File: src/rtl/mem_wb_stage.sv
// Memory-access stage with request/ack handshake, timeout abort and MEM/WB register.
// Optional store-data forwarding from the MEM/WB register: define MEMWB_STFWD_EN.
module mem_wb_stage #(
    parameter int unsigned DATA_W      = 16,
    parameter int unsigned REG_W       = 4,
    parameter int unsigned TIMEOUT_CYC = 15
) (
    input  logic              clk,
    input  logic              rst_n,
    input  logic              MemRead,
    input  logic              MemWrite,
    input  logic              RegWrite,
    input  logic              MemtoReg,
    input  logic              PCS,
    input  logic              HALT,
    input  logic [DATA_W-1:0] ALU_Out,
    input  logic [REG_W-1:0]  Rt,
    input  logic [REG_W-1:0]  Rd,
    input  logic [DATA_W-1:0] PC_Inc,
    input  logic [DATA_W-1:0] dataRt,
    output logic              mem_req,
    output logic              mem_wr,
    output logic [DATA_W-1:0] mem_addr,
    output logic [DATA_W-1:0] mem_wdata,
    input  logic [DATA_W-1:0] mem_rdata,
    input  logic              mem_valid,
    output logic              stall,
    output logic              mem_err,
    output logic              RegWrite_Out,
    output logic              HALT_Out,
    output logic [REG_W-1:0]  Rd_Out,
    output logic [DATA_W-1:0] wb_data
);

    localparam int unsigned       CNT_W    = 8;
    localparam logic [CNT_W-1:0]  CNT_LAST = CNT_W'(TIMEOUT_CYC - 1);

    typedef enum logic {
        S_IDLE = 1'b0,
        S_WAIT = 1'b1
    } state_t;

    state_t              r_state;
    state_t              w_next_state;
    logic [CNT_W-1:0]    r_cnt;
    logic [CNT_W-1:0]    w_cnt_nxt;

    logic                r_lat_wr;
    logic                r_lat_ld;
    logic [DATA_W-1:0]   r_lat_addr;
    logic [DATA_W-1:0]   r_lat_wdata;

    logic                r_m2r;
    logic                r_pcs;
    logic [DATA_W-1:0]   r_alu;
    logic [DATA_W-1:0]   r_pc;
    logic [DATA_W-1:0]   r_rdata;

    logic                w_access;
    logic [DATA_W-1:0]   w_st_data;
    logic                w_req;
    logic                w_wr;
    logic [DATA_W-1:0]   w_addr;
    logic [DATA_W-1:0]   w_wdata;
    logic                w_stall;
    logic                w_abort;
    logic                w_ld_done;
    logic                w_latch;

    assign w_access = MemRead | MemWrite;

`ifdef MEMWB_STFWD_EN
    // Load-then-store of the same register: take the value about to be written back.
    assign w_st_data = (MemWrite && RegWrite_Out && (Rd_Out == Rt) && (Rd_Out != '0))
                       ? wb_data : dataRt;
`else
    logic w_unused_rt;
    assign w_unused_rt = ^Rt;
    assign w_st_data   = dataRt;
`endif

    // State and wait counter
    always_ff @(posedge clk or posedge rst_n) begin
        if (rst_n) begin
            r_state <= S_IDLE;
            r_cnt   <= '0;
        end else begin
            r_state <= w_next_state;
            r_cnt   <= w_cnt_nxt;
        end
    end

    // Next-state logic
    always_comb begin
        w_next_state = r_state;
        w_cnt_nxt    = r_cnt;
        case (r_state)
            S_IDLE: begin
                if (w_access && !mem_valid) begin
                    w_next_state = S_WAIT;
                    w_cnt_nxt    = CNT_W'(1);
                end
            end
            S_WAIT: begin
                if (mem_valid) begin
                    w_next_state = S_IDLE;
                end else if (r_cnt < CNT_LAST) begin
                    w_cnt_nxt = r_cnt + CNT_W'(1);
                end else begin
                    w_next_state = S_IDLE;
                end
            end
            default: w_next_state = S_IDLE;
        endcase
    end

    // Request, stall and retire-control decode
    always_comb begin
        w_req     = 1'b0;
        w_wr      = 1'b0;
        w_addr    = ALU_Out;
        w_wdata   = w_st_data;
        w_stall   = 1'b0;
        w_abort   = 1'b0;
        w_ld_done = 1'b0;
        w_latch   = 1'b0;
        case (r_state)
            S_IDLE: begin
                if (w_access) begin
                    w_req     = 1'b1;
                    w_wr      = MemWrite;
                    w_latch   = 1'b1;
                    w_stall   = !mem_valid;
                    w_ld_done = mem_valid && !MemWrite;
                end
            end
            S_WAIT: begin
                w_req   = 1'b1;
                w_wr    = r_lat_wr;
                w_addr  = r_lat_addr;
                w_wdata = r_lat_wdata;
                if (mem_valid) begin
                    w_ld_done = r_lat_ld;
                end else if (r_cnt < CNT_LAST) begin
                    w_stall = 1'b1;
                end else begin
                    w_abort = 1'b1;
                end
            end
            default: ;
        endcase
    end

    // Reset must kill an in-flight request in the same instant
    assign mem_req   = w_req & ~rst_n;
    assign mem_wr    = w_wr & ~rst_n;
    assign stall     = w_stall & ~rst_n;
    assign mem_addr  = w_addr;
    assign mem_wdata = w_wdata;

    // Request copy held stable for the whole access
    always_ff @(posedge clk or posedge rst_n) begin
        if (rst_n) begin
            r_lat_wr    <= 1'b0;
            r_lat_ld    <= 1'b0;
            r_lat_addr  <= '0;
            r_lat_wdata <= '0;
        end else if (w_latch) begin
            r_lat_wr    <= MemWrite;
            r_lat_ld    <= !MemWrite;
            r_lat_addr  <= ALU_Out;
            r_lat_wdata <= w_st_data;
        end
    end

    // MEM/WB register: bubble while stalled, forced halt on timeout
    always_ff @(posedge clk or posedge rst_n) begin
        if (rst_n) begin
            RegWrite_Out <= 1'b0;
            HALT_Out     <= 1'b0;
            Rd_Out       <= '0;
            r_m2r        <= 1'b0;
            r_pcs        <= 1'b0;
            r_alu        <= '0;
            r_pc         <= '0;
            r_rdata      <= '0;
        end else if (w_stall) begin
            RegWrite_Out <= 1'b0;
            HALT_Out     <= 1'b0;
        end else begin
            RegWrite_Out <= RegWrite & ~w_abort;
            HALT_Out     <= HALT | w_abort;
            Rd_Out       <= Rd;
            r_m2r        <= MemtoReg;
            r_pcs        <= PCS;
            r_alu        <= ALU_Out;
            r_pc         <= PC_Inc;
            if (w_ld_done) begin
                r_rdata <= mem_rdata;
            end
        end
    end

    always_ff @(posedge clk or posedge rst_n) begin
        if (rst_n) begin
            mem_err <= 1'b0;
        end else if (w_abort) begin
            mem_err <= 1'b1;
        end
    end

    assign wb_data = r_pcs ? r_pc : (r_m2r ? r_rdata : r_alu);

endmodule

File: config.mk
export PLATFORM = sky130hd
export DESIGN_NAME = mem_wb_stage
export DESIGN_NICKNAME = d
export VERILOG_FILES = /design/src/rtl/mem_wb_stage.sv
export SDC_FILE = /design/constraint.sdc
export NUM_CORES = 1
export LEC_CHECK = 0
export BUFFER_PORTS_ARGS = -buffer_cell sky130_fd_sc_hd__buf_2
export CAP_MARGIN = 40
export CORE_AREA = 8 8 118 120
export DETAILED_ROUTE_END_ITERATION = 10
export DIE_AREA = 0 0 126 128
export PLACE_DENSITY_LB_ADDON = 0.08
export SYNTH_ARGS = -nofsm -noshare
export SYNTH_HDL_FRONTEND = slang
export SYNTH_SLANG_ARGS = --single-unit
File: constraint.sdc
create_clock -name clk -period 3.74 [get_ports clk]
set_input_delay 0.748 -clock clk [delete_from_list [all_inputs] [get_ports clk]]
set_output_delay 0.748 -clock clk [all_outputs]
set_load 0.005 [all_outputs]
# Word-level counts from Yosys, hierarchy flattened
# Index checks and enable logic that the tools add are counted.
op_classes:
  n_addsub: 1
  order_cmp: 1
  eq_ne: 3
  muxes: 27
  n_bitwise: 10
  reduce_logical: 6
ops:
  columns: ["operator", "count"]
  rows:
  - ["16-bit two-way mux", 4]
  - ["8-bit two-way mux", 3]
  - ["8-bit one-hot mux with 2 select lines", 1]
  - ["1-bit two-way mux", 14]
  - ["1-bit one-hot mux with 2 select lines", 5]
  - ["8-bit by 1-bit adder with 8-bit output (second input constant)", 1]
  - ["8-bit by 4-bit < comparator with 1-bit output (second input constant)", 1]
  - ["1-bit AND", 4]
  - ["2-bit inequality test (second input constant)", 2]
  - ["1-bit NOT", 4]
  - ["3-bit AND reduction", 1]
  - ["1-bit logical AND", 2]
  - ["1-bit logical NOT", 2]
  - ["2-bit by 1-bit inequality test with 1-bit output (second input constant)", 1]
  - ["1-bit bitwise OR", 2]
  - ["2-bit AND reduction", 1]
word_totals:
  regBits: 100
  input_bits: 81
  out_inout_bits: 58
  elab_cells: 63

# Longest topological paths before layout
# Gate-level depths: netlist of the first run.
depth:
  word_depth: 7
  mapped_depth: 6
  mapped_depth_nobuf: 4

# Worst setup path after synthesis of the first run
# Ideal clock, no wire load.
synth_timing:
  path_kind: "input port to output port"
  startpoint: "in MemWrite"
  endpoint: "out stall"
  arrival_ns: 1.639
  required_ns: 2.992
  path_slack_ns: 1.353
  stages: 6
  path_buffers: 2
  cell_sequence: "nor3_1 -> or2_2 -> a21o_1 -> buf_4 -> buf_6 -> nor2_1"
synth_between:
  elab_chain_cells: 4
synth_rtl:
  columns: ["element", "line", "source"]
  rows:
  - ["start: declaration", "11", "input logic MemWrite,"]
  - ["1-bit bitwise OR", "70", "assign w_access = MemRead | MemWrite;"]
  - ["1-bit two-way mux", "129", "if (w_access) begin"]
  - ["1-bit one-hot mux with 2 select lines", "127", "case (r_state)"]
  - ["1-bit AND", "157", "assign stall = w_stall & ~rst_n;"]
  - ["end: declaration", "27", "output logic stall,"]
# No other way between the ends.

# Worst setup path after layout of the first run
layout_timing:
  startpoint: "reg r_state"
  endpoint: "out mem_addr[15]"
layout_between:
  elab_chain_cells: 1
layout_rtl:
  columns: ["element", "line", "source"]
  rows:
  - ["start: declaration", "43", "state_t r_state;"]
  - ["start signal: assignment", "88", "r_state <= w_next_state;"]
  - ["16-bit two-way mux", "127", null]
  - ["end: declaration", "23", "output logic [DATA_W-1:0] mem_addr,"]
# No other way between the ends.

==> flow_summary.json, run 1 <==
{
  "run_status": "finished, final reports clean",
  "drc": 0,
  "yosysMostFrequentCell": "dfrtp_1",
  "yosysTopAreaCell": "dfrtp_1",
  "r2r-end": "r_m2r",
  "cp_data_arrival_time_ns": 1.92,
  "wl_um": 11200,
  "avgViaCountPerCell": 4.863,
  "hold_viol_final": 0,
  "grt_pass1_vias": 3468,
  "grt_overflow": 0,
  "post-synth-top-area-fraction": 0.5349,
  "synth_cells": 336,
  "rsz0062_at_grt": "false",
  "grt_use_met3": 0.07612,
  "antenna_found_initial": 1,
  "synth-seq-area-share": 0.5349,
  "slew_violations": 0,
  "port_buffers": 134,
  "grt_pass1_wl_um": 18380,
  "row_count": 41,
  "cap_violations": 0,
  "min_period_over_period": 0.7141,
  "r2r_cells": 5,
  "diodes": 0,
  "cts-root-buf": "clkbuf_16",
  "use_met1": 0.1770,
  "drive_gt1_frac": 0.5966,
  "syn_area_um2": 4678,
  "cts_resized": 0,
  "syn-mean-instance-area_um2": 13.92,
  "startpoint": "r_state",
  "cp-end-kind": "output port",
  "grt_most_used_layer": "met2",
  "synth.area.top_cells": "dfrtp_1 (53%), mux2_2 (20%), mux2_4 (11%)",
  "cts_tree": "yes",
  "r2r_slack_ns": 1.37,
  "h-tree-depth": 3,
  "synth-edff-count": 0,
  "drt_iter0_drc": 114,
  "clockBufferDepth": 2,
  "async_flop_share": 1.000,
  "setup_viol": 0,
  "worstReg2RegStart": "r_state",
  "hold_path_class": "flop to flop",
  "mappedNetlistNets": 418,
  "grtUsageMet2": 0.2226,
  "slew_headroom": 0.4803,
  "powerDensity_nw_per_um2": 501.0,
  "avgRoutedWirePerCell_um": 17.89,
  "power.leakage_nw": 2.851,
  "postCtsSetupBuffers": 0,
  "dp_hpwl_um": 8092,
  "dieArea_um2": 16130,
  "cts.clk_slew.worst_paths_ns": 0.06,
  "numCtsBuffers": 9,
  "num_vias": 3044,
  "fin_util": 0.4793,
  "fin_crit_ns": 2.671,
  "ys.flop_type": "dfrtp_1",
  "fmax_mhz": 374.4,
  "die_w_um": 126,
  "worst-path-max-fanout": 24,
  "grt_util_all_layers": 0.1461,
  "gp_congestion": 0.7090,
  "ios": 139,
  "netlist_top_cells_count": "dfrtp_1 (100), mux2_2 (83), mux2_4 (35)",
  "grt_max_degree": 43,
  "coreArea_um2": 12210,
  "ir_drop_mv": 0.3321,
  "tns_ns": 0,
  "yosysWarnings": 0,
  "tightest_slew_ns": 0.7796,
  "ys_types": 32,
  "cp-start-kind": "flop",
  "syn_to_final_growth_pct": 25.09,
  "critPathKind": "flop to output port",
  "cts.sinks": 100,
  "clock_latency_ns": 0.34,
  "die_y_um": 128,
  "synth_seq_cells": 100,
  "nNetsFinal": 553,
  "crit_path_end": "mem_addr[15]",
  "drtPass1Iterations": 4,
  "drtAntennaViolNets": 0,
  "cts_hold_buf": 0,
  "worstPathRequired_ns": 2.99,
  "start_util": 0.3832,
  "skew_ns": 0.002574
}
## kinds of logic after synthesis
kind of cell,count (synthesis),synth area share
mux,134,0.3463
simple gates,42,0.04386
compound gates,36,0.04520
flops,100,0.5349
buf+inv,23,0.02701
fa+ha+maj,1,0.002674
## per-stage QoR
step                setup WS, ns  cell area, um^2  instances  hold WS [ns]  total power, mW
floorplan                 0.3732             4678        336        0.4510            1.763
global placement           1.123             5487        607        0.4394            1.987
detailed placement         1.110             5549        610        0.4434            2.024
CTS                        1.025             5852        626        0.4586            2.991
global route              0.9572             5852        626        0.4977            3.112
finish                     1.069             5852        626        0.4521            2.932
## flip-flops by register name, summed over array words and instances, names as in the netlist, 4 cells and up
signal / cells
r_alu: 16
r_lat_addr: 16
r_lat_wdata: 16
r_pc: 16
r_rdata: 16
r_cnt: 8
Rd_Out: 4
## how the worst min path moves through the flow
stage	start	to	slack, ns	cells after the start
6_report	mem_err	mem_err	0.45	1
4_1_cts	mem_err	mem_err	0.46	1
5_1_grt	rst_n	r_m2r	0.50	2
3_5_place_dp	mem_err	mem_err	0.44	1
2_1_floorplan	mem_err	mem_err	0.45	1
3_3_place_gp	mem_err	mem_err	0.44	1
## area by class of cell
cell class,count,area [um^2]
Multi-Input combinational cell,213,2062
Fill cell,1164,6357
Clock inverter,5,50.05
Clock buffer,11,252.7
Sequential cell,100,2504
Inverter,4,17.52
Timing Repair Buffer,143,778.2
Tap cell,150,187.7
## placed cells by master (no fill, tap or decap), types with 5 or more instances in the layout
cell type and n:
buf_2 134, dfrtp_1 99, mux2i_1 16, mux2_2 83, o21ai_0 22, nand2_1 22
clkbuf_16 9, mux2_4 35, nand3_1 5, buf_4 6
## critical path, stage by stage (launching register included)
cell	delay [ns]
dfrtp_2	0.65
buf_4	0.40
mux2_2	0.38
buf_2	0.13
## where the power goes
part	total [mW]	switching, mW	leakage, nW	internal (mW)
Clock	0.943	0.393	0.155	0.550
Sequential	1.36	0.103	1.19	1.26
Combinational	0.629	0.262	1.51	0.367
Total	2.93	0.758	2.85	2.17
## per-layer routing
layer	vias to the layer above	share of wire
met1	1467	0.45
met5	-	0.00089
met4	2	0.011
met2	102	0.45
li1	1463	-
met3	10	0.088
(Power assumes the default switching activity.)
==> run 2: changes to the inputs <==
- ABC_AREA: unset -> 1
- clock period: 3.74 -> 2.8 ns (I/O delays scaled with it)
==> flow_summary.json, run 2 <==
{
  "fin_crit_ns": 2.168,
  "r2r_cells": 6,
  "coreArea_um2": 12210,
  "clock_latency_ns": 0.35,
  "num_vias": 4164,
  "ios": 139,
  "p_total_mw": 3.782,
  "numCtsBuffers": 9,
  "diodes": 0,
  "worstReg2RegStart": "r_state",
  "cts_tree": "yes",
  "drive_gt1_frac": 0.2372,
  "nFillCells": 1264,
  "cts_resized": 0,
  "r2r-end": "RegWrite_Out",
  "final_common_cell": "nand2_1",
  "dieArea_um2": 16130,
  "synth-edff-count": 0,
  "syn_area_um2": 4725,
  "async_flop_share": 1.000,
  "cp_data_arrival_time_ns": 1.61,
  "cp-start-kind": "flop",
  "die_w_um": 126,
  "port_buffers": 134,
  "synth-seq-area-share": 0.5297,
  "syn-mean-instance-area_um2": 7.887,
  "yosysMostFrequentCell": "nand2_1",
  "drtPass1Iterations": 4,
  "cp-end-kind": "output port",
  "r2r_slack_ns": 1.13,
  "cap_violations": 0,
  "netlist_top_cells_count": "nand2_1 (211), dfrtp_1 (100), nand3_1 (62)",
  "slew_violations": 0,
  "yosysTopAreaCell": "dfrtp_1",
  "drtAntennaViolNets": 0,
  "cts.clk_slew.worst_paths_ns": 0.07,
  "die_y_um": 128,
  "cts-root-buf": "clkbuf_16",
  "setup_viol": 0,
  "antenna_found_initial": 0,
  "clockBufferDepth": 2,
  "hold_viol_final": 0,
  "ys.flop_type": "dfrtp_1",
  "gp_congestion": 0.7668,
  "tns_ns": 0,
  "cts.sinks": 100,
  "skew_ns": 0.007548,
  "nNetsFinal": 798,
  "min_period_over_period": 0.7741,
  "grt_pass1_vias": 4140,
  "tightest_slew_ns": 0.6857,
  "start_util": 0.3870,
  "grt_util_all_layers": 0.1680,
  "powerDensity_nw_per_um2": 652.4,
  "wl_um": 13160,
  "avgViaCountPerCell": 4.781,
  "slew_headroom": 0.5419,
  "synth_cells": 599,
  "synth_seq_cells": 100,
  "syn_to_final_growth_pct": 22.70,
  "rsz0062_at_grt": "false",
  "worstPathRequired_ns": 2.24,
  "fmax_mhz": 461.4,
  "postCtsSetupBuffers": 0,
  "power.leakage_nw": 3.136,
  "run_status": "finished, final reports clean",
  "yosysWarnings": 0,
  "avgRoutedWirePerCell_um": 15.10,
  "grt_overflow": 0,
  "mappedNetlistNets": 681,
  "h-tree-depth": 3,
  "ir_drop_mv": 0.2328,
  "grt_max_degree": 67,
  "grt_pass1_wl_um": 21540,
  "drt_iter0_drc": 421,
  "ys_types": 26,
  "synth.area.top_cells": "dfrtp_1 (53%), nand2_1 (17%), nand3_1 (6.6%)",
  "row_count": 41,
  "critPathKind": "flop to output port",
  "dp_hpwl_um": 9214,
  "worst-path-max-fanout": 16,
  "hold_path_class": "input pin to async pin",
  "drc": 0,
  "mostFrequentLayoutCells": "nand2_1 (211), buf_2 (134), dfrtp_1 (99)",
  "cts_hold_buf": 0,
  "post-synth-top-area-fraction": 0.5297
}
run 2: layout make-up:
type | count | area, um^2 | share of cell area
inverters | 48 | 186.4 | 0.03216
repair buffers | 143 | 763.2 | 0.1317
clock inverters | 4 | 72.57 | 0.01252
clock buffers | 12 | 246.5 | 0.04252
multi-input cells | 414 | 1837 | 0.3169
well taps | 150 | 187.7 | 0.03238
flip-flops and latches | 100 | 2504 | 0.4319
run 2: worst max-delay path, stage by stage, from the launching register on:
cell and delay [ns]:
dfrtp_1 0.38, inv_1 0.36, nand2_1 0.19, a21oi_1 0.20, buf_2 0.14
run 2: metal layers:
layer	GRT usage	share of wire
met2	0.2532	0.44
met4	0.07360	0.021
met5	0	0
met3	0.04784	0.060
met1	0.2205	0.48
run 2: worst max path at each step:
stage	from	endpoint	depth (start not counted)	slack, ns
2_1_floorplan	MemWrite	stall	7	0.97
3_3_place_gp	MemWrite	RegWrite_Out	9	0.82
3_5_place_dp	MemWrite	RegWrite_Out	9	0.81
4_1_cts	r_m2r	wb_data[1]	4	0.57
5_1_grt	r_m2r	wb_data[1]	4	0.44
6_report	r_m2r	wb_data[1]	4	0.63
run 2: logic make-up (layout without fill, tap and decap cells):
| logic type | after synthesis | after routing | synth area share |
|---|---|---|---|
| compound gates | 100 | 100 | 0.1083 |
| simple gates | 312 | 312 | 0.2760 |
| xor+xnor | 1 | 1 | 0.001854 |
| flops | 100 | 100 | 0.5297 |
| buf+inv | 85 | 207 | 0.08157 |
| fa+ha+maj | 1 | 1 | 0.002648 |
run 2: report_power, final:
group	switching, mW	leakage (nW)	internal, mW
registers	0.112	1.23	1.63
clock network	0.533	0.153	0.807
logic	0.414	1.76	0.281
run 2: per-stage QoR:
step           setup WS, ns  instance area (um^2)  hold slack, ns  utilization  instances
2_1_floorplan        0.9710                  4728          0.4422            -        599
3_3_place_gp         0.8214                  5478          0.4531       0.4487        855
3_5_place_dp         0.8059                  5478          0.4634       0.4487        855
4_1_cts              0.5665                  5797          0.3558       0.4748        871
5_1_grt              0.4417                  5797          0.3870       0.4748        871
6_report             0.6325                  5797          0.3439       0.4748        871
